$ cat src/rtl/ballot_request_queue.sv
// Ballot request queue: round-robin merge of four kiosk request streams into a
// FIFO that drains to the election core. Define QUEUE_STATS_EN for stall/drop counters.

module ballot_kiosk_lane #(
  parameter logic [1:0] BOX = 2'd0
) (
  input  logic [1:0] mode,
  input  logic [3:0] index,
  input  logic [1:0] cand,
  output logic [9:0] entry,
  output logic       bad
);
  assign entry = {mode, BOX, index, cand};
  assign bad   = mode[1];
endmodule

module ballot_request_queue #(
  parameter int DEPTH = 8,
  parameter int AW    = 3
) (
  input  logic          CLK,
  input  logic          RST_N,
  input  logic [3:0]    k_valid,
  input  logic [7:0]    k_mode,
  input  logic [15:0]   k_uid,
  input  logic [7:0]    k_cand,
  output logic [3:0]    k_ready,
  output logic          out_valid,
  input  logic          out_ready,
  output logic [1:0]    out_mode,
  output logic [5:0]    out_userID,
  output logic [1:0]    out_candidate,
  output logic [AW:0]   level,
  output logic          bad_cmd
`ifdef QUEUE_STATS_EN
  ,
  output logic [15:0]   stall_cycles,
  output logic [7:0]    drop_count
`endif
);
  localparam int NUM_LANES = 4;
  localparam int EW        = 10;

  logic [NUM_LANES-1:0][EW-1:0] entry;
  logic [NUM_LANES-1:0]         bad_lane;

  for (genvar g = 0; g < NUM_LANES; g++) begin : g_lane
    ballot_kiosk_lane #(.BOX(2'(g))) u_lane (
      .mode  (k_mode[2*g +: 2]),
      .index (k_uid[4*g +: 4]),
      .cand  (k_cand[2*g +: 2]),
      .entry (entry[g]),
      .bad   (bad_lane[g])
    );
  end

  logic [EW-1:0] mem [DEPTH];
  logic [AW-1:0] rd_ptr, wr_ptr;
  logic [1:0]    rr_ptr;
  logic          full, gnt_any, push, pop;
  logic [1:0]    gidx;
  logic [AW:0]   lvl_nx;
  logic [EW-1:0] head_nx;

  assign full      = (level == (AW+1)'(DEPTH));
  assign out_valid = (level != '0);
  assign pop       = out_valid && out_ready;
  assign push      = gnt_any && !bad_lane[gidx];
  assign lvl_nx    = level + (AW+1)'(push) - (AW+1)'(pop);

  // Search starts one past the last winner; a full queue blocks even if popping.
  always_comb begin
    k_ready = '0;
    gidx    = rr_ptr;
    gnt_any = 1'b0;
    if (RST_N && !full) begin
      for (int off = 1; off <= NUM_LANES; off++) begin
        if (!gnt_any && k_valid[rr_ptr + 2'(off)]) begin
          gnt_any = 1'b1;
          gidx    = rr_ptr + 2'(off);
        end
      end
    end
    if (gnt_any) k_ready[gidx] = 1'b1;
  end

  // Head register tracks whatever will sit at the front after this edge;
  // an empty-after-pop queue takes the incoming write directly.
  always_comb begin
    head_nx = {out_mode, out_userID, out_candidate};
    if (lvl_nx != '0) begin
      if ((level - (AW+1)'(pop)) == '0) head_nx = entry[gidx];
      else                              head_nx = mem[rd_ptr + AW'(pop)];
    end
  end

  always_ff @(posedge CLK) begin
    if (push) mem[wr_ptr] <= entry[gidx];
  end

  always_ff @(posedge CLK) begin
    if (!RST_N) begin
      rd_ptr        <= '0;
      wr_ptr        <= '0;
      level         <= '0;
      rr_ptr        <= 2'd3;
      bad_cmd       <= 1'b0;
      out_mode      <= '0;
      out_userID    <= '0;
      out_candidate <= '0;
    end else begin
      if (push)    wr_ptr <= wr_ptr + 1'b1;
      if (pop)     rd_ptr <= rd_ptr + 1'b1;
      if (gnt_any) rr_ptr <= gidx;
      level   <= lvl_nx;
      bad_cmd <= gnt_any && bad_lane[gidx];
      {out_mode, out_userID, out_candidate} <= head_nx;
    end
  end

`ifdef QUEUE_STATS_EN
  always_ff @(posedge CLK) begin
    if (!RST_N) begin
      stall_cycles <= '0;
      drop_count   <= '0;
    end else begin
      if ((|k_valid) && full && (stall_cycles != 16'hFFFF))
        stall_cycles <= stall_cycles + 1'b1;
      if (gnt_any && bad_lane[gidx] && (drop_count != 8'hFF))
        drop_count <= drop_count + 1'b1;
    end
  end
`endif

endmodule

$ cat config.mk
export PLATFORM = sky130hd
export DESIGN_NAME = ballot_request_queue
export DESIGN_NICKNAME = d
export VERILOG_FILES = /design/src/rtl/ballot_request_queue.sv
export SDC_FILE = /design/constraint.sdc
export NUM_CORES = 1
export LEC_CHECK = 0
export ABC_CLOCK_PERIOD_IN_PS = 8100
export CORE_ASPECT_RATIO = 0.75
export CORE_MARGIN = 2
export CORE_UTILIZATION = 60
export CTS_CLUSTER_SIZE = 28
export DETAILED_ROUTE_END_ITERATION = 6
export PLACE_DENSITY = 0.85
export SKIP_LAST_GASP = 1
export SLEW_MARGIN = 20
export SYNTH_ARGS = -nofsm -noshare
export SYNTH_HDL_FRONTEND = slang
export SYNTH_SLANG_ARGS = --single-unit
$ cat constraint.sdc
create_clock -name CLK -period 8.1 [get_ports CLK]
set_input_delay 1.215 -clock CLK [delete_from_list [all_inputs] [get_ports CLK]]
set_output_delay 1.215 -clock CLK [all_outputs]
set_load 0.02 [all_outputs]
# Word level (Yosys, flattened, before mapping)
# Memories as Yosys holds them, arrays and structs flattened.
# Index checks and enable logic that the tools add are counted.
[totals] ff_bits=23 ramBits=80 in_bits=39 out_inout_bits=20 wordCells=72 n_memories=1
[mem_list] name="mem" words=8 width=10 read_ports=1 rd_ports_with_merged_regs=0 write_ports=1 line_no="57" source="logic [EW-1:0] mem [DEPTH];"
[op_classes] addsub=9 order_cmp=6 eq_ne=1 n_mux=31 n_reduce_logical=16
[ops] operator="$bmux 10 s2" n=1
[ops] operator="$mux 10" n=2
[ops] operator="$mux 1" n=16
[ops] operator="$lt 2x3->1 const B" n=5
[ops] operator="$bmux 1 s2" n=5
[ops] operator="$mux 2" n=5
[ops] operator="$logic_and 1x1->1" n=8
[ops] operator="$reduce_bool 4->1" n=2
[ops] operator="$sub 4x1->4" n=2
[ops] operator="$add 3x1->3 const B" n=2
[ops] operator="$logic_not 1->1" n=5
[ops] operator="$add 2x2->2 const B" n=2
[ops] operator="$add 4x1->4" n=1
[ops] operator="$eq 4x4->1 const B" n=1
[ops] operator="$logic_not 4->1" n=1
[ops] operator="$mux 4" n=1
[ops] operator="$add 3x1->3" n=1
[ops] operator="$add 2x1->2 const B" n=1
[ops] operator="$demux 1 s2" n=1
[ops] operator="$ge 2x1->1 const B" n=1

# Logic depth before layout (Yosys ltp)
[depth] depth_word=24 depth_mapped=19

# Cells and area by module
# Synthesis repeated with hierarchy kept, for this count alone.
[unflattened] hier_cells=442 hier_area_um2=5556.6
[modules_own_cells] module="ballot_request_queue" instances=1 cells_each=392 area_per_inst_um2=5203.7 seq_area_each_um2=2862.7
[modules_own_cells] module="ballot_kiosk_lane (g_lane[1].u_lane ...)" instances=2 cells_each=13 area_per_inst_um2=90.1 seq_area_each_um2=0.0
[modules_own_cells] module="ballot_kiosk_lane (g_lane[0].u_lane ...)" instances=2 cells_each=12 area_per_inst_um2=86.3 seq_area_each_um2=0.0

# Worst setup path after synthesis
# Ideal clock, no wire load.
[synth_timing] path_kind="input to register" startpoint="input k_valid[3]" endpoint="register out_candidate[0]" setup_ns=0.087 arrival_ns=4.343 required_ns=8.013 slack_ns=3.670 stages=16 n_path_buf=1 path_cell_list="or2_1 > or4b_1 > a31oi_1 > o2111a_2 > nor2_4 > ha_1 > inv_1 > ha_1 > inv_1 > fa_1 > xor2_1 > nor3b_1 > and2_1 > buf_1 > nand3_1 > o31ai_1"
[synth_via] elab_chain_cells=23 elab_cells_between_ends=37 cone_classes="add/sub (2); mux (26); reduce/logical (9)"
[synth_rtl] item="start, declared" line_no="23" source="input logic [3:0] k_valid,"
[synth_rtl] item="$bmux 1 s2" line_no="78" source="if (!gnt_any && k_valid[rr_ptr + 2'(off)]) begin"
[synth_rtl] item="$mux 1 (implied by the code)" line_no="78"
[synth_rtl] item="$mux 1" line_no="78"
[synth_rtl] item="$mux 1" line_no="76" source="if (RST_N && !full) begin"
[synth_rtl] item="$logic_not 1->1" line_no="78"
[synth_rtl] item="$logic_and 1x1->1" line_no="78"
[synth_rtl] item="$mux 1" line_no="78"
[synth_rtl] item="$mux 1" line_no="76"
[synth_rtl] item="[... 7 more ...]"
[synth_rtl] item="$mux 2" line_no="76"
[synth_rtl] item="$bmux 1 s2" line_no="68" source="assign push = gnt_any && !bad_lane[gidx];"
[synth_rtl] item="$mux 1 (implied by the code)" line_no="68"
[synth_rtl] item="$logic_not 1->1" line_no="68"
[synth_rtl] item="$logic_and 1x1->1" line_no="68"
[synth_rtl] item="$add 4x1->4" line_no="69" source="assign lvl_nx = level + (AW+1)'(push) - (AW+1)'(pop);"
[synth_rtl] item="$sub 4x1->4" line_no="69"
[synth_rtl] item="$reduce_bool 4->1" line_no="91" source="if (lvl_nx != '0) begin"
[synth_rtl] item="end signal, assigned" line_no="117" source="{out_mode, out_userID, out_candidate} <= head_nx;"
[synth_rtl] item="end, declared" line_no="32" source="output logic [1:0] out_candidate,"
# Parallel ways exist; a longest one is shown, timed or not. The select of a mux whose other input is x is not followed.
# A chain may end at the register's enable or synchronous reset.

# Final worst setup path
[layout_timing] startpoint="input RST_N" endpoint="output k_ready[0]"
[layout_via] elab_chain_cells=7 elab_cells_between_ends=9 cone_classes="order compare (2); mux (5); reduce/logical (2)"
[layout_rtl] item="start, declared" line_no="22" source="input logic RST_N,"
[layout_rtl] item="$logic_and 1x1->1 *" line_no="76"
[layout_rtl] item="$mux 2" line_no="76"
[layout_rtl] item="$lt 2x3->1 (implied by the code) / $ge 2x1->1 (equally long branches)" line_no="84" source="if (gnt_any) k_ready[gidx] = 1'b1;"
[layout_rtl] item="$logic_and 1x1->1 (implied by the code)" line_no="84"
[layout_rtl] item="$mux 1 (implied by the code)" line_no="84"
[layout_rtl] item="$demux 1 s2" line_no="84"
[layout_rtl] item="$mux 4 *" line_no="84"
[layout_rtl] item="end, declared" line_no="27" source="output logic [3:0] k_ready,"
# Mark *: on every way between the ends. The rest lies on a longest branch, timed or not.

==> flow_summary.toml <==
[pwr]
power_frac_comb = 0.490
p_int_mw = 1.27
power.density_nw_per_um2 = 366
clkPwrFrac = 0.132
p_leak_nw = 1.90
ir_drop_mv = 0.257
p_switching_mw = 0.858
swShare = 0.403
power_frac_seq = 0.378

[setup_path]
rr_startpoint = "level[2]"
crit_type = "input pin to primary output"
r2r_end = "out_candidate[0]"
crit_required_ps = 6880
cp_slowest_cell = "clkdlybuf4s50_1"
worstPathArrival_ps = 4700
crit_top_cell = "clkdlybuf4s50_1"
startpoint_type = "input pin"
r2r_slack_ps = 3550
cp_cell_sequence = "clkdlybuf4s50_1 -> nand4_2 -> o31ai_4 -> nand2_1 -> inv_2 -> nor2_1 -> clkdlybuf4s50_1"
critPathMaxStageDelay_ps = 1030
critPathMaxFanout = 39
endpoint_kind = "primary output"
reg2reg_depth = 17

[run_status]
status = "complete, no violations"

[detailed_routing]
ant_nets = 0
vias_per_cell = 6.53
via_count = 3434
routed_wl_um = 12100
dr.pass1.iters = 5
wl_per_cell_um = 23.0
first_iter_violations = 398
drc = 0

[clock_tree]
clockRootBuffer = "clkbuf_8"
clock_latency_ps = 370
ctsResizeCount = 0
cts_tree = "built"
clk_path_buf_depth = 2
clock_sinks = 103
cts.clk_slew.worst_paths_ps = 90
htree_levels = 3
cts_setup_buffers = 0
cts-buffers-inserted = 9
postCtsHoldBufs = 0

[min_path]
hold_depth = 2
hold_start = "out_userID[5]"
hold_path_end = "out_userID[5]"
hp-class = "flop to flop"

[global_route]
track_usage = 0.286
grt_busiest_layer = "met2"
grt_antenna_before_repair = 0
grt_max_degree = 40
use_met3 = 0.0589
grt_pass1_wl_um = 18100
grt_use_met2 = 0.462
first_global_vias = 3347
use_met1 = 0.395
grt_overflow = 0

[yosys]
netlist_instances = 361
synthTopCellsByArea = "edfxtp_1, dfxtp_1, mux4_2"
yosysSeqAreaShare = 0.578
syn_avg_cell_area_sq_um = 13.7
synth_commonest_cells = "edfxtp_1, dfxtp_1, nand3_1"
synth-main-ff-cell = "edfxtp_1"
ys_seq_elements = 103
yosysWarnings = 0
synth_top_cell_by_area = "edfxtp_1"
async_flop_share = 0
synth-edff-count = 80
syn_nets = 413
synth.top_cell.area_share = 0.485
synth_area_sq_um = 4950
synth_cell_types = 58
yosysMostFrequentCell = "edfxtp_1"

[floorplanning]
die_w_um = 109
dieArea_sq_um = 9000
core-area_sq_um = 7950
fp.dieH_um = 82.7
rows = 28
pin_count = 59
start_util = 0.623

[layout]
drive_gt1_frac = 0.150
fin_nets = 469
diodes = 0
syn_to_final_growth_pct = 17.5

[timing]
slew_violations = 0
worst_pin_slew_ps = 1010
fin_crit_ps = 5920
rsz0062_at_grt = "false"
period_share = 0.730
setup_tns_ps = 0
relSlewSlack = 0.327
hold_viol = 0
fin_ws_ps = 2180
setup_viol = 0
fin_hold_ws_ps = 479
max_freq_mhz = 169
skew_ps = 10.7

[placed_design]
hpwlAfterDp_um = 8500
place_congestion = 0.917
io_buffers = 58
dp_slack_ps = 1930

[run]
max-cap-violations = 0
routing by layer:
metal	up-vias	part of all wire
met1	1679	0.41
met2	190	0.48
met3	24	0.090
li1	1541	-
met4	0	0.020
met5	-	0
power by group through the flow:
stage	sequential (mW)	clock (mW)	combinational (mW)
2_1_floorplan	0.822	0	0.710
3_3_place_gp	0.810	0	0.992
3_5_place_dp	0.815	0	1.03
4_1_cts	0.803	0.280	1.03
5_1_grt	0.813	0.298	1.13
6_report	0.805	0.280	1.04
cell families after synthesis:
| logic type | synth area share |
|---|---|
| adder cells (fa/ha/maj) | 0.0344 |
| AO/OA/AOI/OAI | 0.129 |
| AND/OR/NAND/NOR | 0.0983 |
| XOR/XNOR | 0.0121 |
| buffers and inverters | 0.0301 |
| multiplexers | 0.118 |
| flip-flops | 0.578 |
sequential cells by signal, indices dropped and copies added (netlist names):
name	count
out_userID	6
mem	80
out_mode	2
rr_ptr	2
wr_ptr	3
rd_ptr	3
bad_cmd	1
level	4
out_candidate	2
worst max-delay path by stage:
stage | from | end | slack [ps] | cells past startpoint
final | RST_N | k_ready[0] | 2180 | 7
after detailed placement | RST_N | k_ready[0] | 1930 | 7
after CTS | RST_N | k_ready[0] | 1930 | 7
after global placement | RST_N | k_ready[0] | 2090 | 7
after floorplan | k_valid[3] | out_candidate[0] | 3670 | 16
after global routing | RST_N | k_ready[0] | 1980 | 7
placed cells by master (no fill, tap or decap), drive strengths merged, types with 11 or more instances in the layout:
cell type | netlist | layout
nand3 | 23 | 23
edfxtp | 80 | 80
ha | 12 | 12
clkdlybuf4s50 | 0 | 58
dfxtp | 23 | 23
nor2 | 11 | 11
mux4 | 20 | 20
inv | 13 | 13
nand2 | 22 | 22
mux2i | 11 | 11
a21boi | 14 | 14
a211oi | 24 | 24
a21oi | 21 | 21
final cells by class:
type / count / area (sq um)
clock buffer: 10 / 128
clock inverter: 5 / 36.3
fill: 510 / 2130
inverter: 13 / 48.8
multi-input combinational: 226 / 1990
sequential: 103 / 2860
tap: 105 / 131
timing repair buffer: 64 / 626
critical path: cells and delay by family:
kind | cells | cell delay, ps
buf+inv | 3 | 2100
simple gates | 3 | 690
compound gates | 1 | 690
stage by stage:
stage / utilization / power (mW) / cells / area, sq um
after floorplan: - / 1.53 / 361 / 4950
after global placement: 0.710 / 1.80 / 511 / 5650
after global routing: 0.732 / 2.24 / 526 / 5820
after detailed placement: 0.710 / 1.84 / 511 / 5650
after CTS: 0.731 / 2.12 / 526 / 5810
final: 0.732 / 2.13 / 526 / 5820
Power figures use the tool's default switching activity.
